**config.mk**
```make
export PLATFORM = sky130hd
export DESIGN_NAME = mem_port_arbiter_flat
export DESIGN_NICKNAME = d
export VERILOG_FILES = /design/src/rtl/mem_port_arbiter_if.sv /design/src/rtl/mem_port_arbiter.sv /design/src/flat_wrapper.sv
export SDC_FILE = /design/constraint.sdc
export NUM_CORES = 1
export LEC_CHECK = 0
export CORE_AREA = 5 5 117 119
export CTS_CLUSTER_DIAMETER = 50
export DETAILED_ROUTE_END_ITERATION = 8
export DIE_AREA = 0 0 122 124
export HOLD_SLACK_MARGIN = 0.08
export PLACE_DENSITY = 0.62
export SLEW_MARGIN = 15
export SYNTH_ARGS = -nofsm -noshare
export SYNTH_HDL_FRONTEND = slang
export SYNTH_SLANG_ARGS = --single-unit
```
**constraint.sdc**
```tcl
create_clock -name clk -period 5.95 [get_ports clk]
set_input_delay 1.19 -clock clk [delete_from_list [all_inputs] [get_ports clk]]
set_output_delay 1.19 -clock clk [all_outputs]
set_load 0.02 [all_outputs]
```
**src/rtl/mem_port_arbiter_if.sv**
```systemverilog
// rtl/mem_port_arbiter_if.sv - Master-side and memory-side signals of the two-master memory port arbiter
interface mem_port_arbiter_if;
  logic        m0_req, m1_req;
  logic        m0_we, m1_we;
  logic [31:0] m0_addr, m1_addr;
  logic [31:0] m0_wdata, m1_wdata;
  logic [3:0]  m0_be, m1_be;
  logic        m0_gnt, m1_gnt;
  logic        m0_rvalid, m1_rvalid;
  logic [31:0] m0_rdata, m1_rdata;
  logic        s_ren, s_wen;
  logic [31:0] s_addr, s_wdata;
  logic [3:0]  s_be;
  logic [31:0] s_rdata;
  logic        owner;

  // Environment side: requesting masters plus the memory returning read data.
  modport master (
    output m0_req, m1_req, m0_we, m1_we, m0_addr, m1_addr,
           m0_wdata, m1_wdata, m0_be, m1_be, s_rdata,
    input  m0_gnt, m1_gnt, m0_rvalid, m1_rvalid, m0_rdata, m1_rdata,
           s_ren, s_wen, s_addr, s_wdata, s_be, owner
  );

  modport slave (
    input  m0_req, m1_req, m0_we, m1_we, m0_addr, m1_addr,
           m0_wdata, m1_wdata, m0_be, m1_be, s_rdata,
    output m0_gnt, m1_gnt, m0_rvalid, m1_rvalid, m0_rdata, m1_rdata,
           s_ren, s_wen, s_addr, s_wdata, s_be, owner
  );
endinterface

```
**src/rtl/mem_port_arbiter.sv**
```systemverilog
// rtl/mem_port_arbiter.sv - Round-robin two-master arbiter with burst limit for the shared memory data port
module mem_port_arbiter #(
  parameter int READ_LAT  = 1,
  parameter int MAX_BURST = 8
) (
  input  logic              clk,
  input  logic              resetn,
  mem_port_arbiter_if.slave bus
);
  localparam logic [7:0] BURST_LIM = 8'(MAX_BURST);

  logic                last_owner;
  logic [7:0]          burst_cnt;
  logic [READ_LAT-1:0] tag_valid;
  logic [READ_LAT-1:0] tag_id;

  logic any_req;
  logic grant;
  logic winner;
  logic grant_we;
  logic tie_other;

  // burst_cnt is 0 only after reset or an idle cycle, so it doubles as the "fresh tie" flag.
  always_comb begin
    any_req   = bus.m0_req | bus.m1_req;
    grant     = resetn & any_req;
    tie_other = (burst_cnt == 8'd0) || (burst_cnt == BURST_LIM);
    if (bus.m0_req && bus.m1_req) begin
      winner = tie_other ? ~last_owner : last_owner;
    end else begin
      winner = bus.m1_req;
    end
    grant_we = winner ? bus.m1_we : bus.m0_we;
  end

  assign bus.m0_gnt  = grant & ~winner;
  assign bus.m1_gnt  = grant & winner;
  assign bus.owner   = grant ? winner : last_owner;
  assign bus.s_ren   = grant & ~grant_we;
  assign bus.s_wen   = grant & grant_we;
  assign bus.s_addr  = grant ? (winner ? bus.m1_addr  : bus.m0_addr)  : 32'd0;
  assign bus.s_wdata = grant ? (winner ? bus.m1_wdata : bus.m0_wdata) : 32'd0;
  assign bus.s_be    = grant ? (winner ? bus.m1_be    : bus.m0_be)    : 4'd0;

  assign bus.m0_rvalid = tag_valid[READ_LAT-1] & ~tag_id[READ_LAT-1];
  assign bus.m1_rvalid = tag_valid[READ_LAT-1] & tag_id[READ_LAT-1];
  assign bus.m0_rdata  = bus.m0_rvalid ? bus.s_rdata : 32'd0;
  assign bus.m1_rdata  = bus.m1_rvalid ? bus.s_rdata : 32'd0;

  always_ff @(posedge clk or negedge resetn) begin
    if (!resetn) begin
      last_owner <= 1'b1;
      burst_cnt  <= 8'd0;
      tag_valid  <= '0;
      tag_id     <= '0;
    end else begin
      if (grant) begin
        if (winner == last_owner && burst_cnt != 8'd0) begin
          if (burst_cnt != BURST_LIM) begin
            burst_cnt <= burst_cnt + 8'd1;
          end
        end else begin
          burst_cnt <= 8'd1;
        end
        last_owner <= winner;
      end else begin
        burst_cnt <= 8'd0;
      end
      tag_valid[0] <= grant & ~grant_we;
      tag_id[0]    <= winner;
      for (int i = 1; i < READ_LAT; i++) begin
        tag_valid[i] <= tag_valid[i-1];
        tag_id[i]    <= tag_id[i-1];
      end
    end
  end
endmodule

```
**src/flat_wrapper.sv**
```systemverilog
// flat-port wrapper written by rule: the top's interface ports become plain ports
module mem_port_arbiter_flat 
#(
  parameter int READ_LAT  = 1,
  parameter int MAX_BURST = 8
)
  (clk, resetn, bus_m0_req, bus_m1_req, bus_m0_we, bus_m1_we, bus_m0_addr, bus_m1_addr, bus_m0_wdata, bus_m1_wdata, bus_m0_be, bus_m1_be, bus_s_rdata, bus_m0_gnt, bus_m1_gnt, bus_m0_rvalid, bus_m1_rvalid, bus_m0_rdata, bus_m1_rdata, bus_s_ren, bus_s_wen, bus_s_addr, bus_s_wdata, bus_s_be, bus_owner);
  mem_port_arbiter_if bus_i ();
  input  logic clk;
  input  logic resetn;
  input wire logic [$bits(bus_i.m0_req)-1:0] bus_m0_req;
  input wire logic [$bits(bus_i.m1_req)-1:0] bus_m1_req;
  input wire logic [$bits(bus_i.m0_we)-1:0] bus_m0_we;
  input wire logic [$bits(bus_i.m1_we)-1:0] bus_m1_we;
  input wire logic [$bits(bus_i.m0_addr)-1:0] bus_m0_addr;
  input wire logic [$bits(bus_i.m1_addr)-1:0] bus_m1_addr;
  input wire logic [$bits(bus_i.m0_wdata)-1:0] bus_m0_wdata;
  input wire logic [$bits(bus_i.m1_wdata)-1:0] bus_m1_wdata;
  input wire logic [$bits(bus_i.m0_be)-1:0] bus_m0_be;
  input wire logic [$bits(bus_i.m1_be)-1:0] bus_m1_be;
  input wire logic [$bits(bus_i.s_rdata)-1:0] bus_s_rdata;
  output wire logic [$bits(bus_i.m0_gnt)-1:0] bus_m0_gnt;
  output wire logic [$bits(bus_i.m1_gnt)-1:0] bus_m1_gnt;
  output wire logic [$bits(bus_i.m0_rvalid)-1:0] bus_m0_rvalid;
  output wire logic [$bits(bus_i.m1_rvalid)-1:0] bus_m1_rvalid;
  output wire logic [$bits(bus_i.m0_rdata)-1:0] bus_m0_rdata;
  output wire logic [$bits(bus_i.m1_rdata)-1:0] bus_m1_rdata;
  output wire logic [$bits(bus_i.s_ren)-1:0] bus_s_ren;
  output wire logic [$bits(bus_i.s_wen)-1:0] bus_s_wen;
  output wire logic [$bits(bus_i.s_addr)-1:0] bus_s_addr;
  output wire logic [$bits(bus_i.s_wdata)-1:0] bus_s_wdata;
  output wire logic [$bits(bus_i.s_be)-1:0] bus_s_be;
  output wire logic [$bits(bus_i.owner)-1:0] bus_owner;
  assign bus_i.m0_req = bus_m0_req;
  assign bus_i.m1_req = bus_m1_req;
  assign bus_i.m0_we = bus_m0_we;
  assign bus_i.m1_we = bus_m1_we;
  assign bus_i.m0_addr = bus_m0_addr;
  assign bus_i.m1_addr = bus_m1_addr;
  assign bus_i.m0_wdata = bus_m0_wdata;
  assign bus_i.m1_wdata = bus_m1_wdata;
  assign bus_i.m0_be = bus_m0_be;
  assign bus_i.m1_be = bus_m1_be;
  assign bus_i.s_rdata = bus_s_rdata;
  assign bus_m0_gnt = bus_i.m0_gnt;
  assign bus_m1_gnt = bus_i.m1_gnt;
  assign bus_m0_rvalid = bus_i.m0_rvalid;
  assign bus_m1_rvalid = bus_i.m1_rvalid;
  assign bus_m0_rdata = bus_i.m0_rdata;
  assign bus_m1_rdata = bus_i.m1_rdata;
  assign bus_s_ren = bus_i.s_ren;
  assign bus_s_wen = bus_i.s_wen;
  assign bus_s_addr = bus_i.s_addr;
  assign bus_s_wdata = bus_i.s_wdata;
  assign bus_s_be = bus_i.s_be;
  assign bus_owner = bus_i.owner;
  mem_port_arbiter #(.READ_LAT(READ_LAT), .MAX_BURST(MAX_BURST)) u_core (.clk(clk), .resetn(resetn), .bus(bus_i));
endmodule
```
==> results of run 1 <==
-- power by group --
group          switching (W)  internal (W)  leakage, nW  total (W)
logic               0.000224      0.000281         1.92   0.000505
registers          0.0000205     0.0000817        0.146   0.000102
clock network      0.0000323     0.0000899       0.0382   0.000122
-- routing by layer --
layer / wire length (microns) / part of all wire (%) / GRT usage (%) / up-vias
met3: 1340 / 10 / 4.09 / 19
met2: 7020 / 53 / 30.1 / 210
met5: 0 / 0 / 0 / -
li1: - / - / - / 1490
met4: 356 / 2.7 / 5.18 / 0
met1: 4660 / 35 / 16.2 / 1406
-- cell type report --
| cell class | instances | area, sq um |
|---|---|---|
| timing repair buffer | 319 | 3200 |
| tap | 172 | 215 |
| inverter | 6 | 22.5 |
| multi-input combinational | 189 | 1430 |
| sequential | 11 | 277 |
| clock buffer | 4 | 78.8 |
| fill | 1233 | 7240 |
-- cells by family after synthesis --
logic type	share of synthesized area [%]
AO/OA/AOI/OAI	37.2
AND/OR/NAND/NOR	32.5
flip-flops	14.3
buffers and inverters	12.1
multiplexers	0.516
XOR/XNOR	2.26
adder cells (fa/ha/maj)	1.29
-- per-stage QoR --
step                      setup slack (ps)  cell area, sq um  cells  hold slack, ps  util [%]
after detailed placement               989              5140    697             576      41.3
after CTS                              986              5220    701             587      41.9
after floorplan                       2370              1940    233             520         -
after global placement                1090              5140    697             557      41.3
final                                  975              5220    701             572      41.9
after global routing                   823              5220    701             663      41.9
-- synthesized netlist by cell type --
master	instances	area share, %
nand2b_1	1	0.32
o211a_1	1	0.52
buf_4	1	0.39
nor2b_1	2	0.65
and2_2	1	0.39
o21ai_1	1	0.26
o2111a_1	2	1.2
and3_2	1	0.39
mux2i_1	1	0.52
a22o_1	70	32
o2111ai_1	3	1.4
clkbuf_1	11	2.1
xor2_1	5	2.3
a211o_1	1	0.45
or2b_1	1	0.39
dfrtp_1	10	13
nand4_1	1	0.32
a21oi_1	1	0.26
a22oi_1	1	0.39
inv_1	6	1.2
and3b_1	1	0.45
nor2_2	1	0.32
and4b_1	1	0.52
nand3_1	5	1.3
dfstp_2	1	1.4
a21o_1	1	0.39
buf_2	1	0.26
nor2_1	8	1.5
and2_1	33	11
nand3b_1	1	0.39
nor4bb_1	1	0.52
and4_2	1	0.52
nor3b_1	1	0.39
nor4_4	2	2.2
o21a_1	1	0.39
o211ai_1	1	0.39
buf_6	14	8.1
nand2_1	3	0.58
and3_1	33	11
ha_1	2	1.3
-- registers in the layout, indices dropped and copies added, names as in the netlist --
name               count
u_core.burst_cnt       8
u_core.tag_valid       1
u_core.tag_id          1
u_core.last_owner      1
-- final timing paths --
kind                                     start                  end  slack [ps]  cells after the start
max                                 bus_m0_req       bus_s_wdata[4]         970                      6
min                        u_core.burst_cnt[6]  u_core.burst_cnt[6]         570                      2
max reg2reg                u_core.burst_cnt[0]     u_core.tag_valid        3530                      7
min reg2reg                u_core.burst_cnt[6]  u_core.burst_cnt[6]         570                      2
max in group asynchronous               resetn  u_core.burst_cnt[5]        4240                      2
min in group asynchronous               resetn        u_core.tag_id        1230                      1
-- worst max-delay path, cell delays in order --
cell             delay (ps)
clkdlybuf4s50_1         570
nand4_1                 210
o2111a_2                600
buf_4                   330
a22o_1                  240
clkdlybuf4s50_1         630
==> impl_metrics.toml, run 1 <==
[worst_setup_path]
worst-path-max-fanout = 25
setup.worst_path.start_class = "input pin"
setup.worst_path.class = "in2out"
worstPathArrival_ps = 3790
crit_required_ps = 4760
cp-end-kind = "primary output"

[sta]
tightest_slew_ps = 855
hold_viol = 0
relSlewSlack_pct = 43.0
drv_slew = 0
finalSetupViolCount = 0
setup_tns_ps = 0
rsz0062_at_grt = "no"
period_share_pct = 83.6
min_period_ps = 4980
fmax_mhz = 201
clock_skew_ps = 1.93

[detailed_routing]
drt_pass1_iterations = 4
avgRoutedWirePerCell_microns = 19.1
ant_nets = 0
routed_wl_mm = 13.4
drc = 0
drt-vias-per-instance = 4.46
drt_iter0_markers = 196
vias = 3125

[outcome]
status = "completed"

[die]
die-width_microns = 122
die_area_sq_mm = 0.0151
initial_core_util_pct = 15.6
design.core.area_sq_mm = 0.0125
ios = 313
fp-row-count = 41
chipHeight_microns = 124

[layout]
drive_gt1_share_pct = 3.40
mostFrequentLayoutCells = "clkdlybuf4s50_1 (312), a22o_1 (70), and2_1 (33), and3_1 (33), dfrtp_1 (10)"
n_antenna_cell = 0
syn2layout_area_growth_pct = 169
layout.nets = 706
layout_commonest_cell = "clkdlybuf4s50_1"

[synth]
postSynthAreaPerCell_sq_um = 8.32
yosys_warnings = 0
synth.distinct_cells = 40
syn-instance-count = 233
syn_nets = 409
synth-seq-cells = 11
synth.yosys.seq_area_share_pct = 14.3
synth_area_sq_mm = 0.00194

[global_routing]
grt-ovfl-total = 0
grt_start_max_net_pins = 72
grt_pass1_vias = 3243
grt_pass1_wl_mm = 18.3
grt_usage_pct = 15.6
antenna_found_initial = 0

[placed_design]
gp_congestion = 0.879
hpwl_mm = 11.5
port_buffers = 312

[flow_run]
cap_viol_max_count = 0

[clock_network]
clock_latency_ps = 240
clkTransAtPathRegs_ps = 40
post_cts_buffers = 0
clock_sinks = 11
cts-hold-fix-buffers = 0
htreeDepth = 1
clock_path_buffers = 2
root_buffer = "clkbuf_16"
cts_made_buffers = 3
cts_resized = 0
cts_tree = "built"

[pwr]
total_power_w = 0.000730
p_per_area_mw_per_mm2 = 140
p_leak_nw = 2.11
vdd_drop_max_uv = 53.0

[min_path]
hold_path.class = "reg2reg"
Note: power is estimated with default switching activity, not from simulation.
==> run 2: changes to the inputs <==
- PLACE_DENSITY: 0.62 -> 0.64
- clock period: 5.95 -> 4.45 ns (I/O delays scaled with it)
==> run 2 against run 1 <==
Clock power up 39%; clock skew up 2.9 ps; sequential power up 32%; first-iteration DRC count down 48%.
==> impl_metrics.toml, run 2 (synthesized netlist as in run 1, its figures left out) <==
[layout]
nFillCells = 1274
layout_commonest_cell = "clkdlybuf4s50_1"
drive_gt1_share_pct = 3.97
layout.nets = 706
largest_reg_flops = 8
mostFrequentLayoutCells = "clkdlybuf4s50_1 (309), a22o_1 (70), and2_1 (33), and3_1 (33), dfrtp_1 (10)"
regArea_sq_um = 277
n_antenna_cell = 0
final_core_util_pct = 42.0
multi_input_area_sq_mm = 0.00143
syn2layout_area_growth_pct = 170
top_register = "u_core.burst_cnt"

[global_routing]
antenna_found_initial = 0
grt-ovfl-total = 0
grt_start_max_net_pins = 52
grt_pass1_wl_mm = 17.4
grt_pass1_vias = 3208
grt_usage_pct = 14.8

[clock_network]
clock_path_buffers = 2
cts-hold-fix-buffers = 0
clock_latency_ps = 240
post_cts_buffers = 0
clkTransAtPathRegs_ps = 40
cts_resized = 0
cts_tree = "built"
htreeDepth = 1
clock_sinks = 11
cts_made_buffers = 3
root_buffer = "clkbuf_16"

[pwr]
p_comb_share_pct = 69.0
pwr-share-clk_pct = 17.3
p_leak_nw = 2.12
p_per_area_mw_per_mm2 = 187
switching_share_pct = 37.9
vdd_drop_max_uv = 105
power_frac_seq_pct = 13.7
intPower_w = 0.000609
p_sw_w = 0.000371

[sta]
clock_skew_ps = 4.86
min_period_ps = 4100
setup_slack_ps = 355
fmax_mhz = 244
relSlewSlack_pct = 44.1
tightest_slew_ps = 838
rsz0062_at_grt = "no"
whs_ps = 582
hold_viol = 0
period_share_pct = 92.0
setup_tns_ps = 0
finalSetupViolCount = 0
drv_slew = 0

[min_path]
hold_path.class = "reg2reg"
hold_start = "u_core.burst_cnt[6]"

[worst_setup_path]
crit_required_ps = 3560
cp_common_cell = "clkdlybuf4s50_1"
r2r-start = "u_core.burst_cnt[0]"
crit_family = "buffers and inverters"
slowest_delay_ps = 640
cp-end-kind = "primary output"
setup.worst_path.class = "in2out"
worst-path-max-fanout = 20
crit_slowest_cell = "clkdlybuf4s50_1"
path_buf_inv = 3
worstPathArrival_ps = 3210
critPathLaunch = "bus_m0_req"
cp_cell_sequence = "clkdlybuf4s50_1 -> nand2_1 -> nor4_4 -> buf_4 -> a22o_1 -> clkdlybuf4s50_1"
setup.worst_path.start_class = "input pin"

[die]
die_area_sq_mm = 0.0151
ios = 313
die-width_microns = 122
chipHeight_microns = 124
initial_core_util_pct = 15.6
design.core.area_sq_mm = 0.0125
fp-row-count = 41

[outcome]
status = "completed"

[detailed_routing]
drc = 0
drt_iter0_markers = 102
vias = 3097
avgRoutedWirePerCell_microns = 18.3
ant_nets = 0
drt_pass1_iterations = 4
routed_wl_mm = 12.8
drt-vias-per-instance = 4.42

[flow_run]
cap_viol_max_count = 0

[placed_design]
hpwl_mm = 11.0
port_buffers = 312
dpl_worst_slack_ps = 320
gp_congestion = 0.832
==> run 2: path summary, 6_finish.rpt <==
kind,end,slack (ps),cells past startpoint
setup / recovery,bus_s_wdata[8],350,6
hold / removal,u_core.burst_cnt[6],580,2
setup reg to reg,u_core.tag_valid,2300,7
hold reg to reg,u_core.burst_cnt[6],580,2
max in group asynchronous,u_core.last_owner,3160,2
min in group asynchronous,u_core.burst_cnt[0],1050,2
==> run 2: tightest hold or removal path, delay by kind of cell (launching register included) <==
family / cells / cell delay, ps
XOR/XNOR: 1 / 80
AND/OR/NAND/NOR: 1 / 80
flip-flops: 1 / 380
==> run 2: routing by layer <==
layer	vias up	routed length [microns]	track usage, %
li1	1489	-	-
met1	1386	4800	16.6
met2	208	6510	27.1
met3	14	1290	4.72
met4	0	239	3.64
met5	-	0	0
==> run 2: layout make-up <==
| type | count | share of cell area [%] |
|---|---|---|
| sequential | 11 | 5.28 |
| inverter | 6 | 0.430 |
| clock buffer | 4 | 1.50 |
| multi-input combinational | 189 | 27.3 |
| tap | 172 | 4.11 |
| timing repair buffer | 319 | 61.4 |
==> run 2: power by group through the flow <==
stage / combinational (W) / clock (W) / sequential [W]
floorplan: 0.000318 / 0 / 0.000115
global placement: 0.000676 / 0 / 0.000136
detailed placement: 0.000681 / 0 / 0.000137
CTS: 0.000685 / 0.000174 / 0.000136
global route: 0.000714 / 0.000183 / 0.000138
finish: 0.000676 / 0.000169 / 0.000135
==> run 2: per-stage QoR <==
stage / cells / total power (W) / instance area, sq um
global placement: 697 / 0.000812 / 5160
CTS: 701 / 0.000995 / 5240
finish: 701 / 0.000980 / 5240
detailed placement: 697 / 0.000818 / 5160
floorplan: 233 / 0.000433 / 1940
global route: 701 / 0.00104 / 5240
